$ cat config.mk
export PLATFORM = sky130hd
export DESIGN_NAME = mux_sel_sequencer
export DESIGN_NICKNAME = d
export VERILOG_FILES = /design/src/rtl/mux_seq_pkg.sv /design/src/rtl/rr_pick.sv /design/src/rtl/mux_sel_sequencer.sv
export SDC_FILE = /design/constraint.sdc
export NUM_CORES = 1
export LEC_CHECK = 0
export CAP_MARGIN = 15
export CELL_PAD_IN_SITES_DETAIL_PLACEMENT = 1
export CELL_PAD_IN_SITES_GLOBAL_PLACEMENT = 1
export CORE_MARGIN = 2
export CORE_UTILIZATION = 30
export CTS_BUF_LIST = sky130_fd_sc_hd__clkbuf_8
export CTS_CLUSTER_SIZE = 28
export DETAILED_ROUTE_END_ITERATION = 10
export GPL_ROUTABILITY_DRIVEN = 0
export HOLD_SLACK_MARGIN = 0.06
export PLACE_DENSITY_LB_ADDON = 0.1
export SLEW_MARGIN = 10
export SYNTH_ARGS = -nofsm -noshare
export SYNTH_HDL_FRONTEND = slang
export SYNTH_SLANG_ARGS = --single-unit
$ cat constraint.sdc
create_clock -name clk -period 2.2 [get_ports clk]
set_clock_uncertainty 0.2 [all_clocks]
set_input_delay 0.44 -clock clk [delete_from_list [all_inputs] [get_ports clk]]
set_output_delay 0.44 -clock clk [all_outputs]
set_load 0.02 [all_outputs]
$ cat src/rtl/mux_seq_pkg.sv
// Shared constants and state encoding for the mux select sequencer.
package mux_seq_pkg;

  localparam int unsigned N_CH  = 4;
  localparam int unsigned SEL_W = 2;

  // Two-state FSM kept as plain constants so legacy tools can consume it.
  typedef logic [0:0] state_t;
  localparam state_t IDLE  = 1'b0;
  localparam state_t DWELL = 1'b1;

  // Reset pointer value; the search starts at ptr+1, so the first grant looks at channel 0 first.
  localparam logic [SEL_W-1:0] PTR_RST = 2'd3;

endpackage

$ cat src/rtl/rr_pick.sv
// Combinational channel picker: round-robin starting after ptr.
// Optional macro MUX_SEL_SEQ_FIXED_PRIO_EN selects lowest-index-wins fixed priority instead.
module rr_pick
  import mux_seq_pkg::*;
(
  input  logic [N_CH-1:0]  req,
  input  logic [SEL_W-1:0] ptr,
  output logic [SEL_W-1:0] pick,
  output logic             found
);

`ifdef MUX_SEL_SEQ_FIXED_PRIO_EN
  // The pointer still exists at the interface but fixed priority ignores it.
  logic unused_ptr;
  assign unused_ptr = ^ptr;

  // Scan from the top down so the lowest requesting index is the last write and wins.
  always_comb begin
    pick  = '0;
    found = 1'b0;
    for (int i = N_CH - 1; i >= 0; i--) begin
      if (req[i]) begin
        pick  = SEL_W'(i);
        found = 1'b1;
      end
    end
  end
`else
  logic [SEL_W-1:0] w_idx;

  // Scan offsets N_CH..1 from ptr; the smallest offset is written last and wins.
  // Offset N_CH wraps to ptr itself, so a lone requester at ptr is re-granted.
  always_comb begin
    pick  = '0;
    found = 1'b0;
    w_idx = '0;
    for (int i = N_CH; i >= 1; i--) begin
      w_idx = ptr + SEL_W'(i);
      if (req[w_idx]) begin
        pick  = w_idx;
        found = 1'b1;
      end
    end
  end
`endif

endmodule

$ cat src/rtl/mux_sel_sequencer.sv
// Select sequencer for the 4-channel mux: grants one requesting source at a time,
// holds the select for a programmable dwell, and releases it on consumer ack.
// Optional macro MUX_SEL_SEQ_FIXED_PRIO_EN switches arbitration to fixed priority.
module mux_sel_sequencer
  import mux_seq_pkg::*;
#(
  parameter int unsigned DWELL_W = 4
) (
  input  logic               clk,
  input  logic               rst,
  input  logic               en,
  input  logic [N_CH-1:0]    req,
  input  logic [DWELL_W-1:0] dwell,
  input  logic               ack,
  output logic [SEL_W-1:0]   sel,
  output logic               sel_valid,
  output logic               busy
);

  state_t             r_state;
  logic [SEL_W-1:0]   r_sel;
  logic [SEL_W-1:0]   r_ptr;
  logic [DWELL_W-1:0] r_cnt;

  logic [SEL_W-1:0]   w_pick;
  logic               w_found;
  logic               w_grant;

  rr_pick u_rr_pick (
    .req   (req),
    .ptr   (r_ptr),
    .pick  (w_pick),
    .found (w_found)
  );

  // A new grant is only possible when enabled and someone is requesting.
  assign w_grant = en && w_found;

  // Grant/dwell/release state machine; dwell is sampled only at grant time.
  always_ff @(posedge clk) begin
    if (rst) begin
      r_state <= IDLE;
      r_sel   <= '0;
      r_ptr   <= PTR_RST;
      r_cnt   <= '0;
    end else begin
      case (r_state)
        IDLE: begin
          if (w_grant) begin
            r_state <= DWELL;
            r_sel   <= w_pick;
            r_ptr   <= w_pick;
            r_cnt   <= dwell;
          end
        end
        DWELL: begin
          if (r_cnt != '0) begin
            r_cnt <= r_cnt - DWELL_W'(1);
          end else if (ack) begin
            // Re-grant without an idle bubble when another grant is available.
            if (w_grant) begin
              r_sel <= w_pick;
              r_ptr <= w_pick;
              r_cnt <= dwell;
            end else begin
              r_state <= IDLE;
            end
          end
        end
        default: r_state <= IDLE;
      endcase
    end
  end

  // Outputs are straight from state so they are glitch-free to the consumer.
  always_comb begin
    sel       = r_sel;
    sel_valid = (r_state == DWELL);
    busy      = (r_state == DWELL);
  end

endmodule

# Word level (Yosys, flattened, before mapping)
# Index checks and enable logic that the tools add are counted.
[word_totals]
ff_bits = 9
in_bits = 12
out_inout_bits = 4
elab_cells = 51
[op_classes]
n_addsub = 4
n_lt_le_gt_ge = 4
n_eq_ne = 3
n_mux = 32
n_bitwise = 1
n_reduce_logical = 3
[ops]
columns = ["cell", "n"]
rows = [
  ["$mux W2", 10],
  ["$lt A2 B3 Y1 const B", 4],
  ["$mux W4", 3],
  ["$mux W1", 11],
  ["$bmux W1 S2", 4],
  ["$pmux W2 S2", 2],
  ["$pmux W4 S2", 1],
  ["$add A2 B2 Y2 const B", 2],
  ["$ne A2 B2 Y1 const B", 2],
  ["$reduce_bool A4 Y1", 1],
  ["$sub A4 B1 Y4 const B", 1],
  ["$ne A3 B2 Y1 const B", 1],
  ["$add A2 B1 Y2 const B", 1],
  ["$pmux W1 S2", 1],
  ["$reduce_and A2 Y1", 1],
  ["$logic_and A1 B1 Y1", 1],
  ["$not A1 Y1", 1],
]

# Depth between registers and ports, before layout
# Gate-level depths: netlist (run 1).
[depth]
ltp_word = 11
ltp_mapped = 6
ltp_nobuf = 6

# By module
# From an unflattened synthesis (run 1), not the netlist that was laid out.
[unflattened]
cells_unflattened = 78
hier_area_um2 = 610.6
[by_module_without_submodules]
columns = ["mod", "n_inst", "cells_each", "area_each_um2", "seq_area_each_um2"]
rows = [
  ["mux_sel_sequencer", 1, 64, 519.2, 180.2],
  ["rr_pick", 1, 14, 91.3, 0.0],
]

# Least setup slack after synthesis (run 1)
# Ideal clock, no wire load.
[synth_timing]
kind = "register to register"
startpoint = "register r_cnt[0]"
endpoint = "register r_cnt[3]"
setup_time_ns = 0.103
arrival_ns = 1.375
t_required_ns = 1.897
slack_ns = 0.522
stages_incl_launch_ff = 7
path_buffers = 0
synth_period_minus_slack_ns = 1.678
path_cell_list = "dfxtp_1 inv_1 ha_1 nor3b_2 o21ai_1 o21ai_1 a2111oi_2"
[synth_between]
elab_chain_len = 3
word_cells_on_any_way = 5
classes_between = "add/sub (1); eq/ne (1); mux (2); reduce/logical (1)"
[synth_lines]
columns = ["item", "line", "text"]
rows = [
  ["start: declaration", "mux_sel_sequencer.sv:23", "logic [DWELL_W-1:0] r_cnt;"],
  ["start signal: assignment", "mux_sel_sequencer.sv:53", "r_cnt <= dwell;"],
  ["start signal: assignment", "mux_sel_sequencer.sv:58", "r_cnt <= r_cnt - DWELL_W'(1);"],
  ["start signal: assignment", "mux_sel_sequencer.sv:64", "r_cnt <= dwell;"],
  ["$sub A4 B1 Y4 / $reduce_bool A4 Y1 (equally long branches)", "mux_sel_sequencer.sv:58, mux_sel_sequencer.sv:57", ""],
  ["$mux W4", "mux_sel_sequencer.sv:57", "if (r_cnt != '0) begin"],
  ["$pmux W4 S2", "mux_sel_sequencer.sv:47", "case (r_state)"],
]
# Parallel ways exist; a longest one is shown, timed or not.
# A chain may end at the register's enable or synchronous reset.

# Worst setup path in the final report (run 1)
[layout_timing]
startpoint = "register r_state, in the netlist busy"
endpoint = "output busy"
[layout_lines]
columns = ["item", "line", "text"]
rows = [
  ["start: declaration", "mux_sel_sequencer.sv:20", "state_t r_state;"],
  ["start signal: assignment", "mux_sel_sequencer.sv:42", "r_state <= IDLE;"],
  ["start signal: assignment", "mux_sel_sequencer.sv:50", "r_state <= DWELL;"],
  ["start signal: assignment", "mux_sel_sequencer.sv:66", "r_state <= IDLE;"],
  ["end: declaration", "mux_sel_sequencer.sv:17", "output logic busy"],
]
# No word-level cell between the ends.

==> impl_metrics.env, run 1 <==
export IMPL_status="complete, no violations"
export IMPL_row_count=15
export IMPL_clk_latency_ns=0.23
export IMPL_cts_buffers=3
export IMPL_async_reset_ff_share_pct=0
export IMPL_crit_path_end_kind="output pin"
export IMPL_cts_setup_buffers=0
export IMPL_syn_cell_area_um2=581
export IMPL_cts_tree="built"
export IMPL_cts_root_buf="clkbuf_8"
export IMPL_synth_top_area_share_pct=31.0
export IMPL_synthAdderAreaFrac_pct=2.16
export IMPL_die_h_um=48.0
export IMPL_vias=594
export IMPL_n_fill_cell=240
export IMPL_crit_family="buffers and inverters"
export IMPL_core_um2=1760
export IMPL_insertedDiodeCount=0
export IMPL_grt_pass1_vias=549
export IMPL_grt_max_degree=11
export IMPL_io_buffers=15
export IMPL_min_period_over_period_pct=92.5
export IMPL_crit_type="flop to output pin"
export IMPL_htree_num_levels=1
export IMPL_drive_above_1_share_pct=18.9
export IMPL_period_minus_slack_ns=2.03
export IMPL_p_leak_nw=0.353
export IMPL_avgSynthCellArea_um2=8.80
export IMPL_power_density_nw_per_um2=711
export IMPL_drtPass1Iterations=4
export IMPL_grt_first_pass_wirelength_um=2490
export IMPL_grtUsageTotal_pct=15.7
export IMPL_critPathBufInv=1
export IMPL_synth_top_family_by_area="compound AO/OA/AOI/OAI gates"
export IMPL_ys_seq_area_share_pct=31.0
export IMPL_dp_hpwl_um=1230
export IMPL_die_area_um2=2300
export IMPL_path_max_fanout=10
export IMPL_place_inst=111
export IMPL_antenna_found_initial=0
export IMPL_slowest_stage="clkdlybuf4s50_1"
export IMPL_die_width_um=48.0
export IMPL_fin_util_pct=47.9
export IMPL_ctsResizeCount=0
export IMPL_drt_iter0_drc=6
export IMPL_ys_warn_count=0
export IMPL_vias_per_cell=5.17
export IMPL_netlist_cell_type_count=32
export IMPL_yosys_area_top_type="dfxtp_1"
export IMPL_cp_slowest_stage_delay_ns=0.67
export IMPL_instances_no_fill=115
export IMPL_tightestPinTransition_ns=0.317
export IMPL_synth_compound_area_share_pct=32.8
export IMPL_routedWlPerCell_um=13.3
export IMPL_synth_xor_area_share_pct=0
export IMPL_synthesis_nets=79
export IMPL_drv_slew=0
export IMPL_synth_area_leaders="dfxtp_1 (31%), nand2b_1 (6.5%), o41ai_4 (4.7%), inv_1 (4.5%), nor2_1 (4.5%)"
export IMPL_drv_cap=0
export IMPL_nNetsFinal=104
export IMPL_hold_buffers=0
export IMPL_rsz0062_at_grt="no"
export IMPL_synth_edff_count=0
export IMPL_yosys_mux_area_fraction_pct=1.72
export IMPL_syn_inst=66
export IMPL_detail_route_wirelength_um=1530
export IMPL_antenna_left=0
export IMPL_synth_top_flop_cell="dfxtp_1"
export IMPL_tns_ns=0
export IMPL_area_growth_syn_to_layout_pct=45.7
export IMPL_start_kind="flop"
export IMPL_synth_seq_cells=9
export IMPL_fmax_mhz=492
export IMPL_vdd_drop_max_mv=0.438
export IMPL_io_pins=16
export IMPL_synth_simple_area_share_pct=26.5
export IMPL_hold_violations=0
export IMPL_drc=0
export IMPL_crit_arrival_ns=1.39
export IMPL_clock_sink_count=9
export IMPL_initial_utilization_pct=32.9
export IMPL_clockBufferDepth=2
export IMPL_crit_chain="clkdlybuf4s50_1"
export IMPL_slew_headroom_pct=78.8
export IMPL_grt_ovfl_total=0
export IMPL_worstPathRequired_ns=1.56
export IMPL_setup_violations_final=0
export IMPL_clk_pin_slew_worst_paths_ns=0.05
export IMPL_hold_class="flop to flop"
-- Yosys cell counts, drive strengths merged (2+ instances only) --
| cell type | count |
|---|---|
| a21oi | 5 |
| o31ai | 2 |
| o21ai | 2 |
| nor2b | 2 |
| nor2 | 7 |
| inv | 7 |
| a211oi | 2 |
| nand3b | 2 |
| dfxtp | 9 |
| nor3 | 3 |
| nand2b | 6 |
-- registers in the layout, summed over array words and instances, names as in the netlist --
signal and count:
r_cnt 4, busy 1, r_ptr 2, sel 2
-- cells by family (layout without fill, tap and decap cells) --
kind of cell               Yosys count  count (layout)
AOI/OAI and AO/OA                   22              22
adders and majority gates            1               1
muxes                                1               1
DFF                                  9               9
and+or+nand+nor                     25              25
buffers and inverters                8              32
-- per-layer routing --
layer  up-vias  global-route usage [%]  part of all wire, %
li1        293                       -                    -
met3         2                    4.53                  4.4
met1       283                    21.3                   51
met2        16                    24.0                   44
met5         -                       0                    0
met4         0                    4.86                 0.72
-- cell type report --
type                            count  area (um2)  area share (%)
Multi-Input combinational cell     49         367            43.3
Timing Repair Buffer               21         195            23.1
Sequential cell                     9         180            21.3
Clock buffer                        3        41.3            4.88
Tap cell                           25        31.3            3.70
Inverter                            7        26.3            3.11
Clock inverter                      1        5.00           0.592
-- layout by cell type (no fill, tap or decap), types with 2 or more instances in the layout --
cell	instances
nor2_1	7
o21ai_1	2
a211oi_1	2
a21oi_1	4
nand2b_1	6
buf_4	6
o31ai_1	2
nor3_1	2
dfxtp_1	9
inv_1	7
nor2b_1	2
clkdlybuf4s50_1	15
clkbuf_8	3
nand3b_1	2
-- final timing paths --
| check | from | cells after the start | to | slack (ns) |
|---|---|---|---|---|
| max reg2reg | r_cnt[0]$_SDFFE_PP0P_ | 6 | r_cnt[3]$_SDFFE_PP0P_ | 0.28 |
| max | busy$_SDFF_PP0_ | 1 | busy | 0.17 |
| min reg2reg | sel[1]$_SDFFE_PP0P_ | 2 | sel[1]$_SDFFE_PP0P_ | 0.28 |
| min | sel[1]$_SDFFE_PP0P_ | 2 | sel[1]$_SDFFE_PP0P_ | 0.28 |
-- stage by stage --
stage / worst slack [ns] / instance area (um2) / total power [mW] / hold WS (ns)
after floorplan: 0.522 / 581 / 0.332 / 0.256
after global placement: 0.0250 / 800 / 0.409 / 0.265
after detailed placement: 0.0000491 / 800 / 0.413 / 0.286
after CTS: 0.157 / 846 / 0.608 / 0.293
after global routing: 0.105 / 846 / 0.645 / 0.321
final: 0.166 / 846 / 0.601 / 0.285
-- power by group --
part,total (mW),switching (mW),leakage (nW),internal (mW)
clock network,0.193,0.0688,0.0255,0.124
logic,0.196,0.0953,0.253,0.101
registers,0.212,0.0258,0.0747,0.187
total,0.601,0.190,0.353,0.411
Note: power is estimated with default switching activity, not from simulation.
==> inputs of run 2 (changes only) <==
- CTS_CLUSTER_SIZE: 28 -> unset
==> results of run 2 <==
The final DEF is identical to that of run 1; final timing and power are the same.
